===== config.mk =====
export PLATFORM = sky130hd
export DESIGN_NAME = column_parallel_bank_flat
export DESIGN_NICKNAME = d
export VERILOG_FILES = /design/src/rtl/column_parallel_bank_if.sv /design/src/rtl/column_parallel_bank.sv /design/src/flat_wrapper.sv
export SDC_FILE = /design/constraint.sdc
export NUM_CORES = 1
export LEC_CHECK = 0
export CAP_MARGIN = 10
export CORE_MARGIN = 10
export CORE_UTILIZATION = 40
export CTS_BUF_LIST = sky130_fd_sc_hd__clkbuf_4
export CTS_CLUSTER_DIAMETER = 150
export DETAILED_ROUTE_END_ITERATION = 16
export SYNTH_ARGS = -nofsm -noshare
export SYNTH_HDL_FRONTEND = slang
export SYNTH_SLANG_ARGS = --single-unit

===== constraint.sdc =====
create_clock -name clk_i -period 3.8 [get_ports clk_i]
set_input_delay 0.57 -clock clk_i [delete_from_list [all_inputs] [get_ports clk_i]]
set_output_delay 0.57 -clock clk_i [all_outputs]
set_load 0.02 [all_outputs]

===== src/rtl/column_parallel_bank_if.sv =====
// Bus between the memory-controller write side, the PE-array read side and column_parallel_bank.
// With COLUMN_PARALLEL_ERR_EN defined, sticky ovf/udf error flags are added.
interface column_parallel_bank_if #(
  parameter int DATA_WIDTH = 8,
  parameter int ADDR_WIDTH = 4,
  parameter int NUM_COL    = 4
);
  logic                                mode;
  logic                                clear;
  logic [NUM_COL-1:0]                  wr_req;
  logic [NUM_COL*DATA_WIDTH-1:0]       wr_data;
  logic                                rd_en;
  logic [NUM_COL-1:0]                  rd_req;
  logic [NUM_COL*DATA_WIDTH-1:0]       rd_data;
  logic [NUM_COL-1:0]                  rd_valid;
  logic [NUM_COL-1:0]                  full;
  logic [NUM_COL-1:0]                  empty;
  logic [NUM_COL*(ADDR_WIDTH+1)-1:0]   count;
`ifdef COLUMN_PARALLEL_ERR_EN
  logic [NUM_COL-1:0]                  ovf;
  logic [NUM_COL-1:0]                  udf;

  modport master (
    output mode, clear, wr_req, wr_data, rd_en, rd_req,
    input  rd_data, rd_valid, full, empty, count, ovf, udf
  );
  modport slave (
    input  mode, clear, wr_req, wr_data, rd_en, rd_req,
    output rd_data, rd_valid, full, empty, count, ovf, udf
  );
`else
  modport master (
    output mode, clear, wr_req, wr_data, rd_en, rd_req,
    input  rd_data, rd_valid, full, empty, count
  );
  modport slave (
    input  mode, clear, wr_req, wr_data, rd_en, rd_req,
    output rd_data, rd_valid, full, empty, count
  );
`endif
endinterface


===== src/rtl/column_parallel_bank.sv =====
// NUM_COL independent circular queues feeding the PE array, with lock-step broadcast mode.
// Optional sticky overflow/underflow flags are enabled by defining COLUMN_PARALLEL_ERR_EN.
module column_parallel_bank #(
  parameter int DATA_WIDTH = 8,
  parameter int ADDR_WIDTH = 4,
  parameter int NUM_COL    = 4
) (
  input logic                    clk_i,
  input logic                    reset_ni,
  column_parallel_bank_if.slave  bus
);
  localparam int DEPTH = 1 << ADDR_WIDTH;
  localparam int CW    = ADDR_WIDTH + 1;

  logic [NUM_COL-1:0]            full_w;
  logic [NUM_COL-1:0]            empty_w;
  logic [NUM_COL-1:0]            wr_hit;
  logic [NUM_COL-1:0]            rd_hit;
  logic [NUM_COL-1:0]            wr_acc;
  logic [NUM_COL-1:0]            rd_acc;
  logic [NUM_COL-1:0]            rd_valid_q;
  logic [NUM_COL*DATA_WIDTH-1:0] rd_data_w;
  logic [NUM_COL*CW-1:0]         count_w;
  logic                          all_room;
  logic                          all_avail;

  // Lock-step decisions need every column to agree.
  assign all_room  = ~|full_w;
  assign all_avail = ~|empty_w;

  genvar gi;
  generate
    for (gi = 0; gi < NUM_COL; gi++) begin : g_col
      logic [ADDR_WIDTH-1:0] wr_ptr_q, wr_ptr_d;
      logic [ADDR_WIDTH-1:0] rd_ptr_q, rd_ptr_d;
      logic [CW-1:0]         cnt_q, cnt_d;
      logic [DATA_WIDTH-1:0] mem [DEPTH];
      logic [DATA_WIDTH-1:0] ram_rd_q;
      logic [DATA_WIDTH-1:0] lane_wdata;

      assign full_w[gi]  = (cnt_q == CW'(DEPTH));
      assign empty_w[gi] = (cnt_q == '0);

      assign wr_hit[gi] = bus.mode ? bus.wr_req[0] : bus.wr_req[gi];
      assign rd_hit[gi] = bus.rd_en & (bus.mode ? bus.rd_req[0] : bus.rd_req[gi]);
      assign wr_acc[gi] = ~bus.clear & wr_hit[gi] & (bus.mode ? all_room  : ~full_w[gi]);
      assign rd_acc[gi] = ~bus.clear & rd_hit[gi] & (bus.mode ? all_avail : ~empty_w[gi]);

      assign lane_wdata = bus.mode ? bus.wr_data[0 +: DATA_WIDTH]
                                   : bus.wr_data[gi*DATA_WIDTH +: DATA_WIDTH];

      always_comb begin
        wr_ptr_d = wr_ptr_q;
        rd_ptr_d = rd_ptr_q;
        cnt_d    = cnt_q;
        if (bus.clear) begin
          wr_ptr_d = '0;
          rd_ptr_d = '0;
          cnt_d    = '0;
        end else begin
          if (wr_acc[gi]) wr_ptr_d = wr_ptr_q + 1'b1;
          if (rd_acc[gi]) rd_ptr_d = rd_ptr_q + 1'b1;
          case ({wr_acc[gi], rd_acc[gi]})
            2'b10:   cnt_d = cnt_q + 1'b1;
            2'b01:   cnt_d = cnt_q - 1'b1;
            default: cnt_d = cnt_q;
          endcase
        end
      end

      always_ff @(posedge clk_i or negedge reset_ni) begin
        if (!reset_ni) begin
          wr_ptr_q <= '0;
          rd_ptr_q <= '0;
          cnt_q    <= '0;
        end else begin
          wr_ptr_q <= wr_ptr_d;
          rd_ptr_q <= rd_ptr_d;
          cnt_q    <= cnt_d;
        end
      end

      // Storage and its read register stay reset-free so they map onto block RAM.
      always_ff @(posedge clk_i) begin
        if (wr_acc[gi]) mem[wr_ptr_q] <= lane_wdata;
        ram_rd_q <= mem[rd_ptr_q];
      end

      assign rd_data_w[gi*DATA_WIDTH +: DATA_WIDTH] = rd_valid_q[gi] ? ram_rd_q : '0;
      assign count_w[gi*CW +: CW] = cnt_q;
    end
  endgenerate

  always_ff @(posedge clk_i or negedge reset_ni) begin
    if (!reset_ni)      rd_valid_q <= '0;
    else if (bus.clear) rd_valid_q <= '0;
    else                rd_valid_q <= rd_acc;
  end

  assign bus.rd_data  = rd_data_w;
  assign bus.rd_valid = rd_valid_q;
  assign bus.full     = full_w;
  assign bus.empty    = empty_w;
  assign bus.count    = count_w;

`ifdef COLUMN_PARALLEL_ERR_EN
  logic [NUM_COL-1:0] ovf_q;
  logic [NUM_COL-1:0] udf_q;

  always_ff @(posedge clk_i or negedge reset_ni) begin
    if (!reset_ni) begin
      ovf_q <= '0;
      udf_q <= '0;
    end else if (bus.clear) begin
      ovf_q <= '0;
      udf_q <= '0;
    end else begin
      ovf_q <= ovf_q | (wr_hit & full_w);
      udf_q <= udf_q | (rd_hit & empty_w);
    end
  end

  assign bus.ovf = ovf_q;
  assign bus.udf = udf_q;
`endif
endmodule


===== src/flat_wrapper.sv =====
// flat-port wrapper written by rule: the top's interface ports become plain ports
module column_parallel_bank_flat 
#(
  parameter int DATA_WIDTH = 8,
  parameter int ADDR_WIDTH = 4,
  parameter int NUM_COL    = 4
)
  (clk_i, reset_ni, bus_mode, bus_clear, bus_wr_req, bus_wr_data, bus_rd_en, bus_rd_req, bus_rd_data, bus_rd_valid, bus_full, bus_empty, bus_count);
  column_parallel_bank_if #(.DATA_WIDTH(DATA_WIDTH), .ADDR_WIDTH(ADDR_WIDTH), .NUM_COL(NUM_COL)) bus_i ();
  input logic clk_i;
  input logic reset_ni;
  input wire logic [$bits(bus_i.mode)-1:0] bus_mode;
  input wire logic [$bits(bus_i.clear)-1:0] bus_clear;
  input wire logic [$bits(bus_i.wr_req)-1:0] bus_wr_req;
  input wire logic [$bits(bus_i.wr_data)-1:0] bus_wr_data;
  input wire logic [$bits(bus_i.rd_en)-1:0] bus_rd_en;
  input wire logic [$bits(bus_i.rd_req)-1:0] bus_rd_req;
  output wire logic [$bits(bus_i.rd_data)-1:0] bus_rd_data;
  output wire logic [$bits(bus_i.rd_valid)-1:0] bus_rd_valid;
  output wire logic [$bits(bus_i.full)-1:0] bus_full;
  output wire logic [$bits(bus_i.empty)-1:0] bus_empty;
  output wire logic [$bits(bus_i.count)-1:0] bus_count;
  assign bus_i.mode = bus_mode;
  assign bus_i.clear = bus_clear;
  assign bus_i.wr_req = bus_wr_req;
  assign bus_i.wr_data = bus_wr_data;
  assign bus_i.rd_en = bus_rd_en;
  assign bus_i.rd_req = bus_rd_req;
  assign bus_rd_data = bus_i.rd_data;
  assign bus_rd_valid = bus_i.rd_valid;
  assign bus_full = bus_i.full;
  assign bus_empty = bus_i.empty;
  assign bus_count = bus_i.count;
  column_parallel_bank #(.DATA_WIDTH(DATA_WIDTH), .ADDR_WIDTH(ADDR_WIDTH), .NUM_COL(NUM_COL)) u_core (.clk_i(clk_i), .reset_ni(reset_ni), .bus(bus_i));
endmodule

Word-level counts from Yosys, hierarchy flattened. Memories as Yosys holds them, arrays and structs flattened. A register that Yosys moved wholly into a read port is not among the register bits. Index checks and enable logic that the tools add are counted.

$add $sub $neg: 16. Equality and inequality tests: 12. Mux-type cells: 54. Bitwise logic cells: 29. Reduce and logical (&&, ||, !) cells: 20.

Operator list (number): 2-to-1 mux 4 bit (17); 2-to-1 mux 8 bit (7); case mux 5 bit (2 select lines) (4); adder 4 x 1 -> 4 bit, second input constant (8); 2-to-1 mux 1 bit (22); adder 5 x 1 -> 5 bit, second input constant (4); bitwise AND 1 bit (20); == test 5 bit, second input constant (4); zero test 5 bit (4); 2-to-1 mux 5 bit (4); subtractor 5 x 1 -> 5 bit, second input constant (4); nonzero test 2 bit (8); nonzero test 3 bit (4); inverter 1 bit (9); == test 2 x 1 -> 1 bit, second input constant (4); == test 2 bit, second input constant (4); OR reduction 4 bit (2); zero test 1 bit (2).

Bits in registers: 56. RAM bits: 512. Output and inout port bits: 64. Logic and storage cells: 148. Memories kept: 4.

Memory list: u_core.g_col[0].mem (words 16, width 8, rd ports 1, clocked after memory_dff 1, write ports 1, RTL line column_parallel_bank.sv:37) `logic [DATA_WIDTH-1:0] mem [DEPTH];`; u_core.g_col[1].mem (words 16, width 8, rd ports 1, clocked after memory_dff 1, write ports 1, RTL line column_parallel_bank.sv:37); u_core.g_col[2].mem (words 16, width 8, rd ports 1, clocked after memory_dff 1, write ports 1, RTL line column_parallel_bank.sv:37); u_core.g_col[3].mem (words 16, width 8, rd ports 1, clocked after memory_dff 1, write ports 1, RTL line column_parallel_bank.sv:37).

Logic depth before layout (Yosys ltp).
Depth in word-level cells: 8. Mapped depth: 15.

Worst setup path before layout. No wires, ideal clock.

Kind: flip-flop to flip-flop. Start: reg u_core.g_col[1].cnt_q[1]. End: reg u_core.g_col[1].cnt_q[4]. Library setup time: 0.126 ns. Data arrival time: 3.149 ns. Required time: 3.674 ns. Path slack: 0.525 ns. Cell stages (with the launch flop): 13. Buffers on the path: 0. Period minus slack after synthesis: 3.275 ns. Cells stage by stage: dfrtp_1 or4_4 nor2_1 o21ai_1 and3_1 o21ai_1 inv_1 ha_1 a21o_1 a21oi_1 and4bb_1 a31oi_1 nand3_1.

Longest elaborated chain between the ends: 8.

RTL lines: start: declaration (RTL line column_parallel_bank.sv:36) `logic [CW-1:0] cnt_q, cnt_d;`; start signal: assignment (RTL line column_parallel_bank.sv:79) `cnt_q <= cnt_d;`; zero test 5 bit (*) (RTL line column_parallel_bank.sv:42) `assign empty_w[gi] = (cnt_q == '0);`; via bus_empty[1] (RTL line flat_wrapper.sv:21) `output wire logic [$bits(bus_i.empty)-1:0] bus_empty;`; OR reduction 4 bit (RTL line column_parallel_bank.sv:29) `assign all_avail = ~|empty_w;`; zero test 1 bit (RTL line column_parallel_bank.sv:29); 2-to-1 mux 1 bit (*) (RTL line column_parallel_bank.sv:47) `assign rd_acc[gi] = ~bus.clear & rd_hit[gi] & (bus.mode ? all_avail : ~empty_w[gi]);`; bitwise AND 1 bit (*) (RTL line column_parallel_bank.sv:47); == test 2 x 1 -> 1 bit / == test 2 bit (equally long branches) (RTL line column_parallel_bank.sv:63) `case ({wr_acc[gi], rd_acc[gi]})`; case mux 5 bit (2 select lines) (RTL line column_parallel_bank.sv:63); 2-to-1 mux 5 bit (RTL line column_parallel_bank.sv:56) `if (bus.clear) begin`.

Mark *: on every way through the listed nets, which the timed path passes. The rest lies on a longest branch. A chain may end at the register's enable or synchronous reset.

Final worst setup path.
Start: reg u_core.g_col[2].cnt_q[1]. End: out bus_empty[2].

Longest elaborated chain between the ends: 1.

RTL lines (RTL line): start: declaration (column_parallel_bank.sv:36); start signal: assignment (column_parallel_bank.sv:79); zero test 5 bit (column_parallel_bank.sv:42); end: declaration (flat_wrapper.sv:21).

No other way between the ends.

==> summary.md <==
| Metric | Value |
|---|---|
| Hold Vio Cnt, Final | `0` |
| Worst Path Buf+Inv | `1` |
| Syn_nets | `1442` |
| CORE AREA | `60600 um^2` |
| CP endpoint kind | `output pin` |
| WP depth | `3` |
| Setup Buffers After CTS | `0` |
| PD cells | `495 nW/um^2` |
| Worst setup path start | `u_core.g_col[2].cnt_q[1]` |
| Max-slew violations | `0` |
| Initial DRC count | `~1000` |
| Crit path capture | `bus_empty[2]` |
| Final min period | `3.63 ns` |
| Via/cell ratio | `5.30` |
| Initial Utilization | `~41%` |
| Count of different cell masters after synthesis | `between 70 and 80` |
| TritonCTS buffer count | `151` |
| Status | `completed` |
| P_leak | `between 9 and 10 nW` |
| Syn-to-layout area delta | `16.9%` |
| Reg clk slew, reported paths | `about 0.07 ns` |
| R2R cell count | `13` |
| Largest net degree at the start of global routing | `between 50 and 60` |
| Reg-to-reg critical path endpoint | `u_core.g_col[0].cnt_q[4]` |
| Initial antenna violation count | `4` |
| Post-synthesis sequential area ratio | `between 70% and 80%` |
| Nets@finish | `between 1500 and 2000` |
| Die area | `71700 um^2` |
| R2r setup slk | `between 0.3 and 0.4 ns` |
| Ys Warns | `0` |
| First-pass GRT wire length | `just under 90000 um` |
| Drt pass-1 iters | `5` |
| Vias | `~13000` |
| Critical-path maximum fanout | `5` |
| Die Span Y | `268 um` |
| Final ANT Viol Nets | `0` |
| Fin util | `47.4%` |
| Vias in the first global route | `~14000` |
| Least-Margin Pin Slew | `around 0.96 ns` |
| Average wire per standard cell | `between 20 and 25 um` |
| Max-cap violations | `0` |
| DPL Wire Length | `roughly 38000 um` |
| RSZ-0062 raised after global routing | `false` |
| Setup TNS | `0 ns` |
| Delay-heaviest family, CP | `simple AND/OR/NAND/NOR gates` |
| Worst r2r src | `u_core.g_col[2].cnt_q[1]` |
| Rel. slew slack | `36.1%` |
| Worst-case clock buffer depth | `3` |
| Synth Flop Type | `edfxtp_1` |
| CTS tree | `yes` |
| Die X-Extent | `approximately 270 um` |
| Clk Latency, worst-skew pair | `1.00 ns` |
| Final setup vio count | `0` |
| Crit-path cells | `nor4_4 > and2b_1 > clkdlybuf4s50_1` |
| Critical path type | `register to output pin` |
| Peak Freq | `~0.28 GHz` |
| Max IR drop VDD | `approximately 0.00019 V` |
| Post-synthesis cell count | `~1400` |
| Final Wtd Congestion | `approximately 0.82` |
| Final WL | `~58000 um` |
| Slowest-stage cell, CP | `clkdlybuf4s50_1` |
| Largest stage delay, worst path | `approximately 0.75 ns` |
| Clk sink count | `600` |
| CTS Root Cell | `clkbuf_4` |
| Port buffer count | `between 100 and 150` |
| Number of synthesized flops with an enable pin | `just over 500` |
| Fin crit share | `between 90% and 100%` |
| WHS | `roughly 0.26 ns` |
| # H-tree levels | `4` |
| GRT Util Overall | `between 10% and 20%` |
| I/O pin count | `~110` |
| Worst path required time | `between 3 and 4 ns` |
| Critical Path AT | `about 3 ns` |
| Worst Hold Class | `input port to asynchronous set/reset pin` |
| Startpoint Class | `register` |
| Area of the mapped netlist | `approximately 25000 um^2` |
| Final Skew | `between 0.03 and 0.04 ns` |
| Syn Area/Cell | `around 18 um^2` |
| Layout cells sized above 1 | `a little over a quarter` |
| #FFs+latches synth | `600` |
| DRC | `0` |
| # rows | `90` |
| Overflow after GRT | `0` |
| Asr flop ratio synth | `9.33%` |
==> cell usage in the layout (no fill, tap or decap), drive strengths merged, types with 6 or more instances in the layout <==
| master | n |
|---|---|
| xnor2 | 10 |
| inv | 62 |
| nand3 | 16 |
| o22ai | 7 |
| dfxtp | 32 |
| nand4 | 7 |
| dfrtp | 56 |
| mux2i | 35 |
| a221oi | 8 |
| xor2 | 17 |
| nor2 | 38 |
| clkdlybuf4s50 | 105 |
| mux2 | 7 |
| and3 | 20 |
| edfxtp | 512 |
| and2 | 71 |
| mux4 | 136 |
| and4 | 12 |
| clkbuf | 232 |
| nor3 | 7 |
| a21oi | 24 |
| clkinv | 35 |
| nor4 | 6 |
| nand2 | 58 |
| o21ai | 56 |
| buf | 53 |
| a22oi | 9 |
| ha | 32 |
| a21o | 8 |
==> power by group <==
group          leakage, nW  switching, W  internal (W)
combinational         3.10      0.000744      0.000547
clock                 1.19       0.00255       0.00292
sequential            5.65      0.000128       0.00731
total                 9.94       0.00342        0.0108
==> Yosys cell counts (3+ instances only) <==
| cell | count | area share, % |
|---|---|---|
| nand3_1 | 14 | 0.29 |
| and3_1 | 20 | 0.51 |
| o31ai_1 | 4 | 0.12 |
| nor2_1 | 35 | 0.54 |
| dfrtp_1 | 56 | 5.7 |
| mux2_2 | 7 | 0.32 |
| nor3_1 | 3 | 0.061 |
| o21ai_0 | 47 | 0.96 |
| o21ai_1 | 7 | 0.14 |
| fa_1 | 4 | 0.33 |
| xnor2_1 | 7 | 0.25 |
| buf_1 | 4 | 0.061 |
| a21oi_1 | 24 | 0.49 |
| nor3_2 | 4 | 0.16 |
| mux4_2 | 136 | 12 |
| nand2b_1 | 5 | 0.13 |
| mux2i_1 | 34 | 1.4 |
| a31oi_1 | 4 | 0.10 |
| a21o_1 | 8 | 0.24 |
| a22o_1 | 3 | 0.11 |
| dfxtp_1 | 32 | 2.6 |
| nor2b_1 | 5 | 0.13 |
| edfxtp_1 | 512 | 63 |
| and4_1 | 12 | 0.43 |
| o22ai_1 | 6 | 0.15 |
| a22oi_1 | 8 | 0.24 |
| nor4b_1 | 3 | 0.11 |
| nand2_1 | 58 | 0.89 |
| inv_1 | 53 | 0.81 |
| nor2_2 | 3 | 0.076 |
| xnor2_2 | 3 | 0.20 |
| nand4_1 | 7 | 0.18 |
| a221oi_1 | 8 | 0.29 |
| and2_1 | 71 | 1.8 |
| clkbuf_1 | 41 | 0.63 |
| buf_2 | 20 | 0.41 |
| xor2_1 | 17 | 0.61 |
| nor4_1 | 3 | 0.076 |
| ha_1 | 32 | 1.6 |
==> repair_timing <==
action                    CTS  global route
gates resized for setup     0             0
hold buffers                2             0
hold endpoints to repair   58             0
==> sequential cells by signal, summed over array words and instances, names as in the netlist <==
register / count
u_core.g_col.wr_ptr_q: 16
u_core.g_col.mem: 512
u_core.g_col.rd_ptr_q: 16
u_core.g_col.ram_rd_q: 32
u_core.bus.rd_valid: 4
u_core.g_col.cnt_q: 20
==> layer usage <==
metal,GRT usage [%],wire [um],vias to the layer above
met5,0,13,-
met4,5.04,1010,2
met3,6.24,4160,81
met2,24.8,26800,404
met1,21.7,25600,6882
li1,-,-,5955
==> worst min-delay path by stage <==
stage / cells after the start / startpoint / slack [ns] / endpoint
6_report: 2 / reset_ni / 0.26 / u_core.g_col[0].rd_ptr_q[3]
3_3_place_gp: 1 / u_core.g_col[0].wr_ptr_q[0] / 0.56 / u_core.g_col[0].wr_ptr_q[0]
3_5_place_dp: 1 / u_core.g_col[0].wr_ptr_q[0] / 0.56 / u_core.g_col[0].wr_ptr_q[0]
4_1_cts: 2 / reset_ni / 0.19 / u_core.bus.rd_valid[3]
5_1_grt: 2 / reset_ni / 0.24 / u_core.g_col[0].rd_ptr_q[3]
2_1_floorplan: 0 / reset_ni / 0.27 / u_core.bus.rd_valid[0]
==> logic make-up after synthesis <==
group	synth area share, %
compound gates	3.61
buf+inv	2.10
simple gates	6.08
xor+xnor	1.05
flops	70.9
fa+ha+maj	1.96
mux	14.3
==> layout make-up <==
cell class	count	area (um^2)
Antenna cell	4	10.0
Clock buffer	232	1740
Clock inverter	43	218
Fill cell	5236	31900
Inverter	56	213
Multi-Input combinational cell	637	6630
Sequential cell	600	17400
Tap cell	782	978
Timing Repair Buffer	160	1490
==> stage by stage <==
stage | setup WS [ns] | instance area [um^2] | total power [W] | cells
2_1_floorplan | 0.525 | 24600 | 0.00829 | 1361
3_3_place_gp | 0.406 | 26700 | 0.00885 | 2233
3_5_place_dp | 0.328 | 26700 | 0.00888 | 2233
4_1_cts | 0.106 | 28700 | 0.0144 | 2510
5_1_grt | 0.0229 | 28700 | 0.0148 | 2513
6_report | 0.175 | 28700 | 0.0142 | 2514
Power figures use the tool's default switching activity.
